===== src/rtl/xor_frame_check.sv =====
// Frame checker: XORs the payload words of each frame and compares the result with the trailing check word.
// Each result is held on a valid/ready port until the consumer takes it.
module xor_frame_check #(
    parameter int WIDTH  = 8,
    parameter int MAXLEN = 16
) (
    input  logic             clk,
    input  logic             rst_n,
    input  logic             in_valid,
    output logic             in_ready,
    input  logic [WIDTH-1:0] in_data,
    input  logic             in_last,
    output logic             out_valid,
    input  logic             out_ready,
    output logic             out_ok,
    output logic [WIDTH-1:0] out_sum,
    output logic [7:0]       out_len
);

    typedef enum logic [1:0] {
        IDLE   = 2'd0,
        ACC    = 2'd1,
        RESULT = 2'd2
    } state_t;

    localparam logic [7:0] MAXLEN_W = 8'(MAXLEN);

    state_t           r_state;
    state_t           w_state_nxt;
    logic [WIDTH-1:0] r_acc;
    logic [7:0]       r_cnt;
    logic             r_ovf;
    logic             r_ok;
    logic [WIDTH-1:0] r_sum;
    logic [7:0]       r_len;
    logic             w_in_fire;
    logic             w_out_fire;
    logic [7:0]       w_cnt_inc;

    always_ff @(posedge clk or negedge rst_n) begin
        // NOTE: state is updated with non-blocking assignments, so every process reads the pre-edge values.
        if (!rst_n) begin
            r_state <= IDLE;
        end else begin
            r_state <= w_state_nxt;
        end
    end

    always_comb begin
        // NOTE: every output gets a default first, so no path through the case can infer a latch.
        w_state_nxt = r_state;
        in_ready    = 1'b0;
        out_valid   = 1'b0;
        case (r_state)
            IDLE: begin
                // rst_n gates in_ready so it falls as soon as reset asserts.
                in_ready = rst_n;
                if (w_in_fire) begin
                    w_state_nxt = in_last ? RESULT : ACC;
                end
            end
            ACC: begin
                in_ready = rst_n;
                if (w_in_fire && in_last) begin
                    w_state_nxt = RESULT;
                end
            end
            RESULT: begin
                out_valid = 1'b1;
                if (out_ready) begin
                    w_state_nxt = IDLE;
                end
            end
            default: w_state_nxt = IDLE;
        endcase
    end

    assign w_in_fire  = in_valid && in_ready;
    assign w_out_fire = out_valid && out_ready;
    assign w_cnt_inc  = (r_cnt == 8'hFF) ? 8'hFF : r_cnt + 8'd1;

    always_ff @(posedge clk or negedge rst_n) begin
        if (!rst_n) begin
            r_acc <= '0;
            r_cnt <= '0;
            r_ovf <= 1'b0;
            r_ok  <= 1'b0;
            r_sum <= '0;
            r_len <= '0;
        end else begin
            case (r_state)
                IDLE: begin
                    if (w_in_fire) begin
                        if (in_last) begin
                            r_sum <= '0;
                            r_len <= '0;
                            r_ok  <= (in_data == '0);
                        end else begin
                            r_acc <= in_data;
                            r_cnt <= 8'd1;
                            r_ovf <= (MAXLEN < 1);
                        end
                    end
                end
                ACC: begin
                    if (w_in_fire) begin
                        if (in_last) begin
                            r_sum <= r_acc;
                            r_len <= r_cnt;
                            r_ok  <= (r_acc == in_data) && !r_ovf;
                        end else begin
                            // The count keeps going after overflow so out_len reports the true length.
                            r_acc <= r_acc ^ in_data;
                            r_cnt <= w_cnt_inc;
                            r_ovf <= r_ovf | (r_cnt == MAXLEN_W);
                        end
                    end
                end
                RESULT: begin
                    if (w_out_fire) begin
                        r_acc <= '0;
                        r_cnt <= '0;
                        r_ovf <= 1'b0;
                    end
                end
                default: ;
            endcase
        end
    end

    assign out_ok  = r_ok;
    assign out_sum = r_sum;
    assign out_len = r_len;

endmodule


===== config.mk =====
export PLATFORM = sky130hd
export DESIGN_NAME = xor_frame_check
export DESIGN_NICKNAME = d
export VERILOG_FILES = /design/src/rtl/xor_frame_check.sv
export SDC_FILE = /design/constraint.sdc
export NUM_CORES = 1
export LEC_CHECK = 0
export ABC_AREA = 1
export ABC_CLOCK_PERIOD_IN_PS = 1800
export CORE_UTILIZATION = 45
export DETAILED_ROUTE_END_ITERATION = 16
export MAX_ROUTING_LAYER = met4
export PLACE_DENSITY = 0.72
export SKIP_CTS_REPAIR_TIMING = 1
export SYNTH_ARGS = -nofsm -noshare
export SYNTH_HDL_FRONTEND = slang
export SYNTH_SLANG_ARGS = --single-unit

===== constraint.sdc =====
create_clock -name clk -period 1.8 [get_ports clk]
set_clock_uncertainty 0.2 [all_clocks]
set_input_delay 0.36 -clock clk [delete_from_list [all_inputs] [get_ports clk]]
set_output_delay 0.36 -clock clk [all_outputs]
set_load 0.02 [all_outputs]

; Yosys cells after proc, flatten, opt, wreduce, memory -nomap -nowiden
; Cells that the tools add are included.
[classes]
addsub = 1
n_eq_ne = 14
mux = 38
bitwise_logic = 2
reduce_logical = 13
[op_table]
columns = operator, count
row1 = two-way mux 8 bit, 16
row2 = case mux 8 bit (3 select lines), 2
row3 = case mux 8 bit (2 select lines), 2
row4 = != test 2 bit (second input constant), 9
row5 = two-way mux 1 bit, 11
row6 = adder 8 x 1 -> 8 bit (second input constant), 1
row7 = equality test 8 x 5 -> 1 bit (second input constant), 1
row8 = equality test 8 bit, 1
row9 = equality test 8 bit (second input constant), 1
row10 = zero test 8 bit, 1
row11 = two-way mux 2 bit, 4
row12 = bitwise XOR 8 bit, 1
row13 = case mux 2 bit (3 select lines), 1
row14 = AND reduction 6 bit, 1
row15 = AND reduction 5 bit, 1
row16 = logical AND 1 bit, 4
row17 = case mux 1 bit (3 select lines), 1
row18 = AND reduction 3 bit, 1
row19 = nonzero test 3 bit, 1
row20 = equality test 2 x 1 -> 1 bit (second input constant), 1
row21 = equality test 2 bit (second input constant), 1
row22 = zero test 2 bit, 1
row23 = case mux 1 bit (2 select lines), 1
row24 = nonzero test 2 bit, 1
row25 = 3 further kinds, 3
[totals]
register_bits = 36
input_bits = 13
out_inout_bits = 19
wordCells = 75

; Depth between registers and ports, before layout
[logic_depth]
word_depth = 7
mapped_depth = 11
ltp_nobuf = 9

; Least setup slack after synthesis
; Ideal clock, no wire load.
[synth_timing]
path_kind = flip-flop to flip-flop
from = reg r_state[1]
to = reg r_acc[5]
arrival_ps = 1627
t_required_ps = 1477
setup_slack_ps = -150
path_stages_with_launch = 12
n_path_buf = 2
path_cell_list = dfrtp_1 inv_1 ha_1 buf_2 nor2_1 nor2_2 nand3_1 nand2_2 nand2_4 buf_6 nand2_1 o21ai_2
[synth_between]
elab_chain_len = 6
[synth_lines]
columns = element, line
row1 = start: declaration, 28  ; state_t r_state;
row2 = start signal: assignment, 45  ; r_state <= w_state_nxt;
row3 = equality test 2 x 1 -> 1 bit / zero test 2 bit (equally long branches), 54  ; case (r_state)
row4 = OR reduction 2 bit (no line) *, --
row5 = two-way mux 1 bit *, 54
row6 = via in_ready, 10  ; output logic in_ready,
row7 = logical AND 1 bit *, 78  ; assign w_in_fire = in_valid && in_ready;
row8 = != test 2 bit (no line), --
row9 = AND reduction 6 bit (no line) *, --
row10 = end signal: assignment, 99  ; r_acc <= in_data;
row11 = end signal: assignment, 113  ; r_acc <= r_acc ^ in_data;
row12 = end: declaration, 30  ; logic [WIDTH-1:0] r_acc;
; The timed path passes the listed nets; every way through them passes the cells marked *.
; A chain may end at the register's enable or synchronous reset.

; Worst setup path in the final report
[layout_timing]
from = reg r_state[0]
to = reg r_cnt[1]
[layout_between]
elab_chain_len = 6
[layout_lines]
columns = element, line
row1 = equality test 2 x 1 -> 1 bit / zero test 2 bit (equally long branches), "54, 91"
row2 = OR reduction 2 bit (no line), --
row3 = two-way mux 1 bit, 54
row4 = logical AND 1 bit, 78
row5 = != test 2 bit (no line), --
row6 = AND reduction 6 bit (no line), --
row7 = end signal: assignment, 114  ; r_cnt <= w_cnt_inc;
row8 = end: declaration, 31  ; logic [7:0] r_cnt;
; Parallel ways exist; a longest one is shown, timed or not.

==> flow_summary.toml <==
[synthesis]
netlist_area_sq_um = 2148
synth_simple_gate_area_share_pct = 33.49
muxShareOfSynthArea_pct = 0
avgSynthCellArea_sq_um = 7.434
synth_adder_area_share_pct = 3.494
synth_xor_area_share_pct = 1.631
synth_top_family_by_area = "simple AND/OR/NAND/NOR gates"
synth_compound_area_share_pct = 10.43
ys_ff_latch = 36
yosysTopAreaCell = "dfrtp_1"
synth_cells = 289
syn-num-nets = 308
synth_area_leaders = "dfrtp_1, nand2_1, nand3_1, inv_1, o21ai_2"
synth_top_area_share_pct = 41.93
yosys_warnings = 0
yosysSeqAreaShare_pct = 41.93
synth_cell_types = 27

[final_layout]
fill_cells = 327
n_antenna_cell = 0
area_delta_synth_final_pct = 44.15
postLayoutCoreUtil_pct = 69.21
final_cell_mix = "nand2_1, dfrtp_1, inv_1"
final_nets = 366
drive_gt1_share_pct = 27.01
layout_commonest_cell = "nand2_1"
stdcell_count = 400

[clock_tree]
cts_sinks = 36
root_buffer = "clkbuf_8"
insertion_delay_ns = 0.29
clk_path_buf_depth = 2
clk_pin_slew_ns = 0.08
cts_max_level = 2
numCtsBuffers = 5
cts_tree = "done"

[timing]
tightest_slew_ns = 0.4653
grt_setup_unrepaired = "yes"
finalSetupViolCount = 18
drv_slew = 0
finalCritPeriodShare_pct = 103.8
relSlewSlack_pct = 68.98
worst_slack_ns = -0.06874
setup_tns_ns = -0.8995
period_minus_slack_ns = 1.869
hold_viol_final = 0
max_freq_ghz = 0.5351

[power]
ir_drop_mv = 0.8605
p_int_mw = 2.439
sw_frac_of_total_pct = 42.84
seq_power_share_pct = 28.1
p_per_area_nw_per_um2 = 1378
power.leakage_nw = 1.846
power.total_mw = 4.267
switchingPower_mw = 1.828
pwr-share-comb_pct = 58.4
clkPwrFrac_pct = 13.6

[floorplanning]
dieWidth_microns = 71.10
rows = 24
fp.dieH_microns = 71.10
start_util_pct = 48.01
core-area_sq_um = 4474
die_area_sq_um = 5055
ios = 32

[worst_setup_path]
end_kind = "flip-flop"
critPathKind = "reg -> reg"
cp-start-kind = "flip-flop"
path_cells = "buf_4 -> ha_1 -> a21oi_2 -> nand2_1 -> a21oi_4 -> nand2_4 -> clkbuf_16 -> nand2_2 -> o21ai_2"
arrival_ns = 1.86
r2r.worst_path.cells = 9
critPathRequiredTime_ns = 1.79
max_stage_delay_ns = 0.44
slowest_stage = "dfrtp_2"
crit_path_max_fanout = 5

[grt]
first_global_vias = 1770
gr-total-overflow = 0
grt_antenna_before_repair = 0
grt_pass1_wl_mm = 7.852
grt_max_degree = 37
grt.total_usage_pct = 20.89

[route]
drt_iter0_markers = 131
routed_wl_mm = 5.193
wire_per_inst_microns = 12.98
drc = 0
vias = 2015
firstDrtPassIters = 6
vias_per_cell = 5.038
postRouteAntennaNets = 0

[run_status]
status = "finished with violations"
violations = "setup timing"

[run]
max_cap_viol_count = 0

[placement]
dp_cells = 387
gp_congestion = 0.8546
port_buffers = 31
dp_hpwl_mm = 3.363

[worst_hold_path]
hold_path.class = "in -> async"
[cells by family (layout without fill, tap and decap cells)]
| kind of cell | after synthesis | count (layout) |
|---|---|---|
| flops | 36 | 36 |
| xor+xnor | 4 | 4 |
| buf+inv | 44 | 103 |
| simple gates | 168 | 168 |
| compound gates | 31 | 31 |
| fa+ha+maj | 6 | 6 |
[critical path: cells and delay by family, from the launching register on]
family | cells | cell delay [ns]
flops | 1 | 0.44
buf+inv | 2 | 0.34
compound gates | 3 | 0.31
simple gates | 3 | 0.28
fa+ha+maj | 1 | 0.21
[worst paths after layout]
path / start / endpoint / slack (ns)
min in group clk: out_len[7]$_DFFE_PN0P_ / out_len[7]$_DFFE_PN0P_ / 0.27
worst max-delay path: r_state[0]$_DFFE_PN0P_ / r_cnt[1]$_DFFE_PN0P_ / -0.07
worst min-delay path: rst_n / r_state[1]$_DFFE_PN0P_ / 0.03
max in group asynchronous: rst_n / r_state[0]$_DFFE_PN0P_ / 1.03
worst min register to register: out_len[7]$_DFFE_PN0P_ / out_len[7]$_DFFE_PN0P_ / 0.27
worst max register to register: r_state[0]$_DFFE_PN0P_ / r_cnt[1]$_DFFE_PN0P_ / -0.07
[cell type report]
type / instances / area, sq um / area share [%]
clock inverters: 3 / 18.77 / 0.6061
clock buffers: 5 / 68.82 / 2.222
flip-flops and latches: 36 / 902.1 / 29.13
multi-input cells: 209 / 1240 / 40.04
inverters: 34 / 132.6 / 4.283
well taps: 52 / 65.06 / 2.101
repair buffers: 61 / 669.4 / 21.62
[power groups by stage]
| stage | logic (mW) | registers (mW) | clock network, mW |
|---|---|---|---|
| final | 2.49 | 1.20 | 0.578 |
| after global routing | 2.68 | 1.23 | 0.628 |
| after CTS | 1.97 | 1.16 | 0.592 |
| after detailed placement | 1.96 | 1.17 | 0 |
| after global placement | 1.92 | 1.16 | 0 |
| after floorplan | 1.25 | 1.24 | 0 |
[cell usage after synthesis]
cell       count
xor2_1         2
nand3_1       28
inv_1         32
xnor2_1        2
nand2_1      105
a22oi_1        2
nor2_2         1
o2111ai_1      1
buf_1          1
o21ai_2       13
nor2_1        22
buf_6          3
nand2_2        2
nand4_1        6
buf_2          5
ha_1           6
nand2_4        1
o21ai_0        4
a21oi_1        8
nor2_4         1
dfrtp_1       36
nand3_4        1
clkbuf_1       1
inv_2          2
or2_1          1
o21ai_1        2
a21oi_4        1
[state kept, by name (all words and copies together) (netlist names)]
name     cells
out_ok       1
r_acc        8
out_len      8
r_ovf        1
r_state      2
out_sum      8
r_cnt        8
[per-layer routing]
layer / up-vias / share of wire, % / track usage, %
li1: 1030 / - / -
met1: 931 / 45 / 26.46
met2: 45 / 49 / 32.69
met3: 9 / 4.1 / 4.274
met4: 0 / 1.6 / 8.667
met5: - / 0 / -
[through the flow]
step	area (sq um)	hold WS [ns]	setup slack [ns]
floorplan	2217	-0.1356	-0.03276
global placement	2720	0.2609	-0.1524
detailed placement	2720	0.2654	-0.1774
CTS	2808	0.04475	-0.5025
global route	3097	0.09047	-0.1568
finish	3097	0.02996	-0.06874
Power figures use the tool's default switching activity.
